===== src/rtl/loader_pkg.sv =====
// Shared types and default parameters for the ioctl image loader.
`timescale 1ns/1ps
package loader_pkg;

   localparam int unsigned DEF_ADDR_W     = 14;
   localparam int unsigned DEF_IMG_BYTES  = 16000;
   localparam int unsigned DEF_FIFO_DEPTH = 4;
   localparam int unsigned IOCTL_ADDR_W   = 27;
   localparam int unsigned DATA_W         = 8;
   // Entry address field is wide enough for any RAM this loader targets (ADDR_W <= 24).
   localparam int unsigned ENTRY_ADDR_W   = 24;

   typedef enum logic [1:0] {
      IDLE  = 2'd0,
      LOAD  = 2'd1,
      DRAIN = 2'd2,
      DONE  = 2'd3
   } state_t;

   typedef struct packed {
      logic [ENTRY_ADDR_W-1:0] addr;
      logic [DATA_W-1:0]       data;
   } entry_t;

endpackage


===== src/rtl/loader_fifo.sv =====
// Synchronous write buffer between the ioctl byte stream and the image RAM.
`timescale 1ns/1ps
module loader_fifo
   import loader_pkg::*;
#(
   parameter int unsigned DEPTH = DEF_FIFO_DEPTH,
   localparam int unsigned PTR_W = $clog2(DEPTH),
   localparam int unsigned CNT_W = PTR_W + 1
) (
   input  logic             clk,
   input  logic             rst_n,
   input  logic             push,
   input  entry_t           push_data,
   input  logic             pop,
   output entry_t           head_c,
   output logic             full,
   output logic             empty,
   output logic             almost_full,
   output logic             almost_full_nxt_c,
   output logic [CNT_W-1:0] count
);

   entry_t           mem [DEPTH];
   logic [PTR_W-1:0] wr_ptr;
   logic [PTR_W-1:0] rd_ptr;
   logic [CNT_W-1:0] count_nxt;
   logic             do_push;
   logic             do_pop;

   // A push into a full buffer is taken only when the head leaves in the same cycle.
   always_comb begin
      do_push   = push && (!full || pop);
      do_pop    = pop && !empty;
      count_nxt = count;
      if (do_push && !do_pop) begin
         count_nxt = count + 1'b1;
      end else if (do_pop && !do_push) begin
         count_nxt = count - 1'b1;
      end
   end

   assign almost_full_nxt_c = (count_nxt >= CNT_W'(DEPTH - 1));
   assign head_c            = mem[rd_ptr];

   always_ff @(posedge clk) begin
      if (do_push) begin
         mem[wr_ptr] <= push_data;
      end
   end

   always_ff @(posedge clk or negedge rst_n) begin
      if (!rst_n) begin
         wr_ptr      <= '0;
         rd_ptr      <= '0;
         count       <= '0;
         full        <= 1'b0;
         empty       <= 1'b1;
         almost_full <= 1'b0;
      end else begin
         if (do_push) wr_ptr <= wr_ptr + 1'b1;
         if (do_pop)  rd_ptr <= rd_ptr + 1'b1;
         count       <= count_nxt;
         full        <= (count_nxt == CNT_W'(DEPTH));
         empty       <= (count_nxt == '0);
         almost_full <= almost_full_nxt_c;
      end
   end

endmodule


===== src/rtl/ioctl_image_loader.sv =====
// Streams an hps_io ioctl download into the soc image RAM through a small write buffer.
`timescale 1ns/1ps
module ioctl_image_loader
   import loader_pkg::*;
#(
   parameter int unsigned ADDR_W     = DEF_ADDR_W,
   parameter int unsigned IMG_BYTES  = DEF_IMG_BYTES,
   parameter int unsigned FIFO_DEPTH = DEF_FIFO_DEPTH
) (
   input  logic                    clk_sys,
   input  logic                    reset_n,
   input  logic                    ioctl_download,
   input  logic                    ioctl_wr,
   input  logic [IOCTL_ADDR_W-1:0] ioctl_addr,
   input  logic [DATA_W-1:0]       ioctl_dout,
   output logic                    ioctl_wait,
   output logic                    ram_we,
   output logic [ADDR_W-1:0]       ram_addr,
   output logic [DATA_W-1:0]       ram_din,
   input  logic                    ram_busy,
   output logic                    progress,
   output logic                    done,
   output logic                    overflow,
   output logic [ADDR_W:0]         byte_count
);

   localparam int unsigned CNT_W = $clog2(FIFO_DEPTH) + 1;

   state_t           state_q;
   state_t           state_d;
   logic             dl_q;
   logic             restart_q;
   logic             restart_d;
   logic             start_c;
   logic             dl_rise_c;
   logic             dl_fall_c;
   logic             push_c;
   logic             pop_c;
   logic             drop_c;
   logic             wr_load_c;
   logic             in_range_c;
   entry_t           push_entry;
   entry_t           head_c;
   logic             fifo_full;
   logic             fifo_empty;
   logic             fifo_af_unused;
   logic             fifo_af_nxt;
   logic [CNT_W-1:0] fifo_count_unused;

   assign dl_rise_c  = ioctl_download && !dl_q;
   assign dl_fall_c  = !ioctl_download && dl_q;
   assign in_range_c = (ioctl_addr < IOCTL_ADDR_W'(IMG_BYTES));
   assign wr_load_c  = ioctl_wr && (state_q == LOAD);
   assign pop_c      = !fifo_empty && !ram_busy;
   assign push_c     = wr_load_c && in_range_c && (!fifo_full || pop_c);
   assign drop_c     = wr_load_c && !push_c;

   assign push_entry.addr = ENTRY_ADDR_W'(ioctl_addr[ADDR_W-1:0]);
   assign push_entry.data = ioctl_dout;

   loader_fifo #(
      .DEPTH (FIFO_DEPTH)
   ) u_fifo (
      .clk               (clk_sys),
      .rst_n             (reset_n),
      .push              (push_c),
      .push_data         (push_entry),
      .pop               (pop_c),
      .head_c            (head_c),
      .full              (fifo_full),
      .empty             (fifo_empty),
      .almost_full       (fifo_af_unused),
      .almost_full_nxt_c (fifo_af_nxt),
      .count             (fifo_count_unused)
   );

   // Next-state logic; a rise seen during DRAIN is remembered and taken once the buffer is flushed.
   always_comb begin
      state_d   = state_q;
      restart_d = restart_q;
      start_c   = 1'b0;
      unique case (state_q)
         IDLE, DONE: begin
            if (dl_rise_c) begin
               state_d = LOAD;
               start_c = 1'b1;
            end
         end
         LOAD: begin
            if (dl_fall_c) state_d = DRAIN;
         end
         DRAIN: begin
            if (dl_rise_c) restart_d = 1'b1;
            if (fifo_empty && !ram_we) begin
               restart_d = 1'b0;
               if ((restart_q || dl_rise_c) && ioctl_download) begin
                  state_d = LOAD;
                  start_c = 1'b1;
               end else begin
                  state_d = DONE;
               end
            end
         end
         default: state_d = IDLE;
      endcase
   end

   always_ff @(posedge clk_sys or negedge reset_n) begin
      if (!reset_n) begin
         state_q   <= IDLE;
         restart_q <= 1'b0;
      end else begin
         state_q   <= state_d;
         restart_q <= restart_d;
      end
   end

   // dl_q resets high so a download already active at reset release is not seen as a new edge.
   always_ff @(posedge clk_sys or negedge reset_n) begin
      if (!reset_n) begin
         dl_q       <= 1'b1;
         ram_we     <= 1'b0;
         ram_addr   <= '0;
         ram_din    <= '0;
         ioctl_wait <= 1'b0;
         progress   <= 1'b0;
         done       <= 1'b0;
         overflow   <= 1'b0;
         byte_count <= '0;
      end else begin
         dl_q       <= ioctl_download;
         ram_we     <= pop_c;
         if (pop_c) begin
            ram_addr <= ADDR_W'(head_c.addr);
            ram_din  <= head_c.data;
         end
         ioctl_wait <= fifo_af_nxt || (state_d == DRAIN);
         progress   <= (state_d == LOAD) || (state_d == DRAIN);
         done       <= (state_d == DONE);
         if (start_c) begin
            overflow   <= 1'b0;
            byte_count <= '0;
         end else begin
            if (drop_c) overflow <= 1'b1;
            if (ram_we && (byte_count != '1)) byte_count <= byte_count + 1'b1;
         end
      end
   end

endmodule


===== config.mk =====
export PLATFORM = sky130hd
export DESIGN_NAME = ioctl_image_loader
export DESIGN_NICKNAME = d
export VERILOG_FILES = /design/src/rtl/loader_pkg.sv /design/src/rtl/loader_fifo.sv /design/src/rtl/ioctl_image_loader.sv
export SDC_FILE = /design/constraint.sdc
export NUM_CORES = 1
export LEC_CHECK = 0
export CORE_UTILIZATION = 60
export CTS_BUF_LIST = sky130_fd_sc_hd__clkbuf_4
export CTS_CLUSTER_SIZE = 25
export DETAILED_ROUTE_END_ITERATION = 12
export DONT_BUFFER_PORTS = 1
export GPL_ROUTABILITY_DRIVEN = 0
export GPL_TIMING_DRIVEN = 0
export PLACE_DENSITY = 0.76
export SYNTH_ARGS = -nofsm -noshare
export SYNTH_HDL_FRONTEND = slang
export SYNTH_HIERARCHICAL = 1
export SYNTH_SLANG_ARGS = --single-unit

===== constraint.sdc =====
create_clock -name clk_sys -period 3.9 [get_ports clk_sys]
set_input_delay 0.195 -clock clk_sys [delete_from_list [all_inputs] [get_ports clk_sys]]
set_output_delay 0.195 -clock clk_sys [all_outputs]
set_load 0.05 [all_outputs]

* Yosys cells after proc, flatten, opt, wreduce, memory -nomap -nowiden
Memory sizes are Yosys's and may differ from the RTL's. A register that Yosys moved wholly into a read port is not among the register bits. Index checks and enable logic that the tools add are counted. W data, S select, Z words.
Word-level totals: flip-flop bits (word level) 33, memories 1, logic and storage cells 84, output and inout bits 42, bits of input ports 40, bits in writable memories 88
Memories:
- u_fifo.mem | words 4, bits a word 22, rd ports 1, clocked after memory_dff 1, write ports 1, RTL line loader_fifo.sv:23 | entry_t mem [DEPTH];
Operators by class: $add $sub $neg 5, $lt $le $gt $ge 2, equality and inequality tests 8, muxes and demuxes 19, reduce and logical (&&, ||, !) cells 35
Operators by type and width (number):
- $mux W15 | 2
- $lt A27 B14 Y1 const B | 1
- $add A15 B1 Y15 const B | 1
- $ne A15 B15 Y1 const B | 1
- $logic_and A1 B1 Y1 | 14
- $logic_not A1 Y1 | 10
- $mux W1 | 9
- $eq A2 B2 Y1 const B | 4
- $mux W2 | 4
- $mux W3 | 2
- $pmux W2 S3 | 1
- $reduce_bool A2 Y1 | 3
- $add A2 B1 Y2 const B | 2
- $eq A2 B1 Y1 const B | 2
- $logic_or A1 B1 Y1 | 4
- $add A3 B1 Y3 const B | 1
- $eq A3 B3 Y1 const B | 1
- $ge A3 B2 Y1 const B | 1
- $logic_not A3 Y1 | 1
- $sub A3 B1 Y3 const B | 1
- $logic_not A2 Y1 | 1
- $pmux W1 S2 | 1
- $reduce_and A2 Y1 | 1
- $reduce_or A2 Y1 | 1

* Logic depth before layout (Yosys ltp)
Gate-level depths: netlist of run 1.
word-level depth 11, mapped depth 11, gate-level depth less buffers 10

* Modules after synthesis
The synthesis of run 1 kept the hierarchy.
By module, submodules not included:
- loader_fifo | area an instance 5228.8 um^2, times used 1, cells each 220, sequential area each 4095.2 um^2
- ioctl_image_loader | area an instance 2128.3 um^2, times used 1, cells each 190, sequential area each 1152.4 um^2

* Worst setup path before layout of run 1
OpenSTA, ideal clock, no wires.
path kind input to register, start input port ioctl_addr[23], end memory u_fifo/mem[0][0] (netlist bit), enable pin, data required time 3.508 ns, cell stages on the path 5, path buffers 1, setup time 0.392 ns, arrival time 2.489 ns, path slack 1.019 ns, cells stage by stage or4_1 > or4_1 > nor3_2 > buf_2 > and3_1
On the way: word-level cells in the longest chain between the ends 6
Ends and longest elaborated chain:
- from (decl) | RTL line ioctl_image_loader.sv:14 | input logic [IOCTL_ADDR_W-1:0] ioctl_addr,
- $lt A27 B14 Y1 | RTL line ioctl_image_loader.sv:52 | assign in_range_c = (ioctl_addr < IOCTL_ADDR_W'(IMG_BYTES));
- $logic_and A1 B1 Y1 (2 in a row) | RTL line ioctl_image_loader.sv:55 | assign push_c = wr_load_c && in_range_c && (!fifo_full || pop_c);
- via push_c | RTL line ioctl_image_loader.sv:37 | logic push_c;
- $logic_and A1 B1 Y1 | RTL line loader_fifo.sv:32 | do_push = push && (!full || pop);
- $mux W1 | RTL line loader_fifo.sv:46 | if (do_push) begin
- $mux W1 (implied by the code) | RTL line loader_fifo.sv:47 | mem[wr_ptr] <= push_data;
- to (decl) | RTL line loader_fifo.sv:23
The timed path passes the listed nets, and every way through them passes these cells.

* Final worst setup path of run 1
start register u_fifo.empty, end memory u_fifo/mem[0][7] (netlist bit), enable pin
On the way: word-level cells in the longest chain between the ends 7
Ends and longest elaborated chain:
- from (decl) | RTL line loader_fifo.sv:17 | output logic empty,
- from (signal assigned) | RTL line loader_fifo.sv:64 | empty <= (count_nxt == '0);
- $logic_not A1 Y1 (*) | RTL line ioctl_image_loader.sv:54 | assign pop_c = !fifo_empty && !ram_busy;
- $logic_and A1 B1 Y1 (*) | RTL line ioctl_image_loader.sv:54
- via pop_c | RTL line ioctl_image_loader.sv:38 | logic pop_c;
- $logic_or A1 B1 Y1 (*) | RTL line loader_fifo.sv:32, ioctl_image_loader.sv:55
- $logic_and A1 B1 Y1 | RTL line ioctl_image_loader.sv:55
- $logic_and A1 B1 Y1 (*) | RTL line loader_fifo.sv:32
- $mux W1 (*) | RTL line loader_fifo.sv:46
- $mux W1 (implied by the code) (*) | RTL line loader_fifo.sv:47
The timed path passes the listed nets; every way through them passes the cells marked *.

==> impl_metrics.tcl, run 1 <==
set metrics [dict create \
    relSlewSlack_pct 18.09 \
    combPwrFrac_pct 24.2 \
    routed_wl_um 10490 \
    min-delay-start "ioctl_download" \
    grt_max_degree 56 \
    die_w_um 101.2 \
    initialDrtViolationCount 121 \
    netlist_instances 358 \
    cts_tree "done" \
    syn_area_per_cell_um2 16.49 \
    dr.pass1.iters 4 \
    clock.fmax_mhz 303.7 \
    pwr-share-clk_pct 19.0 \
    worstMarginPinSlew_ps 1229 \
    hpwl_um 6494 \
    track_usage_pct 22.52 \
    r2r_cells 5 \
    grt_pass1_wl_um 16650 \
    crit_fanout 22 \
    hold_path_class "input port to flop" \
    post_drt_wl_per_cell_um 19.18 \
    status "finished clean" \
    tns_ps 0 \
    grt_pass1_vias 3275 \
    slew_violations 0 \
    critical_path_class "flop to flop" \
    cts.clk_slew.worst_paths_ps 120 \
    leakagePower_uw 0.002412 \
    cts_setup_buffers 0 \
    max_cap_violations 0 \
    reg2reg_to "u_fifo/mem[0][7]" \
    syn_nets 409 \
    via_count 3190 \
    clock-sinks 143 \
    numCtsBuffers 17 \
    ios 82 \
    period_needed_ps 3293 \
    min_period_over_period_pct 84.43 \
    ir_drop_uv 386.4 \
    clockRootBuffer "clkbuf_4" \
    start_util_pct 62.98 \
    swShare_pct 39.90 \
    dieArea_um2 10240 \
    antenna_found_initial 0 \
    r2r_slack_ps 610 \
    rsz0062_at_grt "false" \
    fillers 604 \
    insertion_delay_ps 500 \
    rows 35 \
    fin_skew_ps 10.38 \
    end_kind "flop" \
    arrival_ps 3410 \
    htreeDepth 4 \
    synth_area_um2 5902 \
    drtAntennaViolNets 0 \
    cp-start-kind "flop" \
    hold_violations 0 \
    finalSetupViolCount 0 \
    critPathRequiredTime_ps 4020 \
    diodes 0 \
    power.density_nw_per_um2 686.3 \
    cts.repair.resized 0 \
    final_cell_area_um2 6623 \
    p_switching_uw 1814 \
    holdPathEnd "state_q[1]" \
    holdPathStages 3 \
    areaGrowthSynthToFinish_pct 12.21 \
    hold_buffers 28 \
    power_frac_seq_pct 56.8 \
    drive_gt1_share_pct 23.44 \
    overflow 0 \
    reg2reg_from "u_fifo/empty" \
    avgViaCountPerCell 5.832 \
    drcViolationCount 0 \
    core_area_um2 9371 \
    yosys_warnings 6 \
    io_buffers 0 \
    cts.path.max_buffers 2 \
    fp.dieH_um 101.2 \
    num-nets-final 456 \
    placed_area_um2 6063 \
    intPower_uw 2732 \
]
==> routing by layer <==
layer | track usage [%] | share of wire, % | vias up
li1 | - | - | 1498
met1 | 29.09 | 42 | 1616
met2 | 37.41 | 53 | 68
met3 | 6.556 | 4.0 | 8
met4 | 6.912 | 1.1 | 0
met5 | 0 | 0 | -
==> flip-flops by register name, summed over array words and instances, names as in the netlist <==
name           count
byte_count        15
progress           1
restart_q          1
ram_din            8
u_fifo/rd_ptr      2
u_fifo/wr_ptr      2
u_fifo/full        1
state_q            2
overflow           1
u_fifo/count       3
u_fifo/mem        88
dl_q               1
ram_we             1
ram_addr          14
done               1
ioctl_wait         1
u_fifo/empty       1
==> power by group through the flow <==
stage,Sequential (µW),Clock [µW],Combinational (µW)
finish,2580,863,1100
global route,2610,958,1210
CTS,2580,885,1110
detailed placement,2620,0,1050
global placement,2610,0,1010
floorplan,2560,0,879
==> worst max-delay path, cell delays in order (launching register included) <==
cell and delay (ps):
dfstp_2 430, nor2_1 310, clkbuf_1 770, nand2b_4 290, buf_6 130, and3_1 980
==> placed cells by master (no fill, tap or decap), types with 3 or more instances in the layout <==
| cell | count |
|---|---|
| buf_4 | 3 |
| or4_1 | 5 |
| clkinv_2 | 3 |
| dfrtp_1 | 53 |
| clkbuf_4 | 17 |
| mux4_2 | 22 |
| nor2b_1 | 3 |
| nand3b_1 | 4 |
| inv_6 | 6 |
| o21ai_0 | 10 |
| nor2_1 | 10 |
| nor3_1 | 6 |
| ha_1 | 11 |
| buf_2 | 6 |
| or3_1 | 6 |
| a21oi_1 | 15 |
| nand2_1 | 10 |
| o31ai_1 | 5 |
| edfxtp_1 | 88 |
| xnor2_1 | 4 |
| and3_1 | 9 |
| mux2_2 | 22 |
| dlygate4sd3_1 | 27 |
| clkbuf_1 | 4 |
| nand3_1 | 7 |
| inv_1 | 10 |
| nand4_1 | 7 |
==> cell type report <==
type	count	area (µm²)	share of cell area, %
Inverter	10	37.54	0.5668
Multi-Input combinational cell	190	1760	26.58
Clock inverter	15	133.9	2.022
Timing Repair Buffer	28	297.8	4.497
Clock buffer	17	127.6	1.927
Tap cell	129	161.4	2.437
Buffer	15	82.58	1.247
Sequential cell	143	4021	60.72
==> per-stage QoR <==
stage                     hold slack [ps]  worst slack, ps  total power (µW)  utilization, %  instances
after detailed placement           -99.41            582.9              3674           64.70        487
after floorplan                    -100.6             1256              3439               -        358
after global routing                163.9            397.2              4778           70.67        547
after CTS                           111.3            571.1              4582           70.67        547
final                               166.8            607.1              4545           70.67        547
after global placement             -99.40            630.6              3626           64.70        487
==> worst max path at each step <==
stage / from / endpoint / slack [ps] / cells past startpoint
2_1_floorplan: ioctl_addr[23] / u_fifo/mem[0][0] / 1260 / 5
3_3_place_gp: u_fifo/empty / u_fifo/mem[0][6] / 630 / 5
3_5_place_dp: u_fifo/empty / u_fifo/mem[0][6] / 580 / 5
4_1_cts: u_fifo/empty / u_fifo/mem[0][9] / 570 / 5
5_1_grt: u_fifo/empty / u_fifo/mem[0][2] / 400 / 5
6_report: u_fifo/empty / u_fifo/mem[0][7] / 610 / 5
No activity file was read; power rests on OpenSTA's default activity.
==> inputs of run 2 (changes only) <==
--- a/config.mk
+++ b/config.mk
@@ -5,6 +5,7 @@
 export SDC_FILE = /design/constraint.sdc
 export NUM_CORES = 1
 export LEC_CHECK = 0
+export ABC_AREA = 1
 export CORE_UTILIZATION = 60
 export CTS_BUF_LIST = sky130_fd_sc_hd__clkbuf_4
 export CTS_CLUSTER_SIZE = 25
==> constraint.sdc (replaced) <==
create_clock -name clk_sys -period 3.15 [get_ports clk_sys]
set_input_delay 0.1575 -clock clk_sys [delete_from_list [all_inputs] [get_ports clk_sys]]
set_output_delay 0.1575 -clock clk_sys [all_outputs]
set_load 0.05 [all_outputs]
==> run 2 against run 1 <==
  * Sequential share of layout area decreased by 4.1 points
  * Clock power up 30%
  * Sequential power grew 22%
  * Cell area rose by 7.2%
  * Clock skew is 11 ps higher
  * Count of clock-buffer cells in the layout grew 3
  * Non-clock buffer count increased by 18
  * Critical endpoint is now u_fifo/mem[1][5]
  * Largest cell class unchanged
  * Largest power group unchanged
==> impl_metrics.tcl, run 2 <==
set metrics [dict create \
    min_period_over_period_pct 89.73 \
    intPower_uw 3314 \
    mostFrequentLayoutCells "151 x nand2_1, 88 x edfxtp_1, 81 x nor2_1, 53 x dfrtp_1, 47 x o21ai_0" \
    instances_no_fill 813 \
    routed_wl_um 13750 \
    slowest_delay_ps 490 \
    die_w_um 104.2 \
    combPwrFrac_pct 27.5 \
    insertion_delay_ps 520 \
    layout_commonest_cell "nand2_1" \
    critical_path_class "flop to flop" \
    power_frac_seq_pct 53.4 \
    period_needed_ps 2826 \
    areaGrowthSynthToFinish_pct 13.32 \
    ir_drop_uv 554.6 \
    ios 82 \
    drcViolationCount 0 \
    use_met3_pct 7.456 \
    cts_tree "done" \
    syn_area_per_cell_um2 10.17 \
    critPathRequiredTime_ps 3360 \
    max_cap_violations 0 \
    fillers 710 \
    grt_pass1_vias 4743 \
    relSlewSlack_pct 54.31 \
    hpwl_um 8868 \
    diodes 0 \
    grt_max_degree 56 \
    arrival_ps 3040 \
    antenna_found_initial 0 \
    cp-start-kind "flop" \
    fin_skew_ps 21.59 \
    via_count 4565 \
    rsz0062_at_grt "false" \
    rows 36 \
    largest_register "u_fifo/mem" \
    post_drt_wl_per_cell_um 16.91 \
    p_switching_uw 2573 \
    initialDrtViolationCount 300 \
    grtUsageMet2_pct 46.57 \
    hold_path_class "input port to flop" \
    multi_input_area_um2 1926 \
    netlist_instances 616 \
    cpMaxStageDelayCell "nor2_2" \
    yosys_warnings 6 \
    status "finished clean" \
    clock-sinks 143 \
    setup_ws_ps 323.6 \
    leakagePower_uw 0.002906 \
    avgViaCountPerCell 5.615 \
    grtUsageMet1_pct 33.94 \
    worstSetupStartpoint "state_q[1]" \
    drive_gt1_share_pct 10.15 \
    dp_slack_ps 47.88 \
    end_kind "flop" \
    reg2reg_from "state_q[1]" \
    hold_violations 0 \
    htreeDepth 4 \
    fp.dieH_um 104.2 \
    drtAntennaViolNets 0 \
    grt_pass1_wl_um 23080 \
    pwr-share-clk_pct 19.0 \
    swShare_pct 43.71 \
    power.density_nw_per_um2 829.3 \
    overflow 0 \
    syn_nets 667 \
    clockRootBuffer "clkbuf_4" \
    min-delay-start "ioctl_addr[17]" \
    io_buffers 0 \
    dr.pass1.iters 6 \
    slew_violations 0 \
    largest_reg_flops 88 \
    synth_area_um2 6264 \
    cp_cell_sequence "inv_1 -> ha_1 -> nand2_1 -> nor2_1 -> nand4_1 -> nor2_1 -> nand2_1 -> nor2_2 -> buf_8" \
    crit_fanout 16 \
    seq_area_um2 4021 \
    dp.cells 753 \
    finalSetupViolCount 0 \
    num-nets-final 718 \
    cts.path.max_buffers 2 \
    cts.clk_slew.worst_paths_ps 110 \
    start_util_pct 62.92 \
    busiest_layer "met2" \
    dieArea_um2 10850 \
    worstMarginPinSlew_ps 685.3 \
    core_area_um2 9955 \
    clock.fmax_mhz 353.8 \
    track_usage_pct 27.68 \
    r2r_slack_ps 320 \
    numCtsBuffers 17 \
    top_regs "u_fifo/mem (88), byte_count (15), ram_addr (14)" \
]
## run 2: changes by cell type in the layout (fill, tap and decap cells not counted), sizes merged, moves of 23 or more
cell,previous run,this run
nand2,10,154
nor2,10,88
o21ai,11,51
inv,16,48
nand3,7,37
mux2,23,0
## run 2: final cells by class
cell class | count | area share, %
multi-input cells | 396 | 27.13
repair buffers | 32 | 5.218
flip-flops and latches | 143 | 56.65
inverters | 48 | 2.574
well taps | 133 | 2.344
clock inverters | 12 | 1.710
clock buffers | 20 | 2.115
plain buffers | 29 | 2.256
## run 2: repair_timing
| item | 4_1_cts | 5_1_grt |
|---|---|---|
| setup endpoints to repair | 0 | 51 |
| hold buffers | 28 | 0 |
| hold endpoints to repair | 149 | 0 |
| setup buffers | 0 | 0 |
| gates resized for setup | 0 | 5 |
## run 2: final timing paths
kind	end	cells past startpoint
max	u_fifo/mem[1][5]	9
min	u_fifo/count[2]	5
max reg2reg	u_fifo/mem[1][5]	9
min reg2reg	restart_q	4
max in group asynchronous	u_fifo/empty	2
min in group asynchronous	byte_count[7]	2
## run 2: critical path: cells and delay by family, from the launching register on
family / cells / cell delay (ps)
and+or+nand+nor: 6 / 1570
adders and majority gates: 1 / 190
DFF: 1 / 440
buffers and inverters: 2 / 330
## run 2: power groups by stage
stage          sequential, µW  clock [µW]  combinational [µW]
3_3_place_gp             3180           0                1480
3_5_place_dp             3190           0                1540
4_1_cts                  3150        1130                1610
6_report                 3150        1120                1620
2_1_floorplan            3120           0                1170
5_1_grt                  3180        1210                1850
## run 2: per-layer routing
metal  routed length (µm)  part of all wire, %
met5                    0                    0
met2                 7051                   51
met4                  257                  1.9
met1                 5464                   40
met3                  976                  7.1
## run 2: stage by stage
step                      TNS, ps  hold slack (ps)  instance area [µm²]  power, µW  utilization (%)
after detailed placement        0           -137.1                 6513       4731            65.42
after floorplan                 0           -138.1                 6264       4289                -
after global routing            0            68.70                 7098       6244            71.30
final                           0            79.67                 7098       5887            71.30
after CTS                       0            38.24                 7082       5889            71.14
after global placement     -59670           -136.8                 6430       4663            64.59
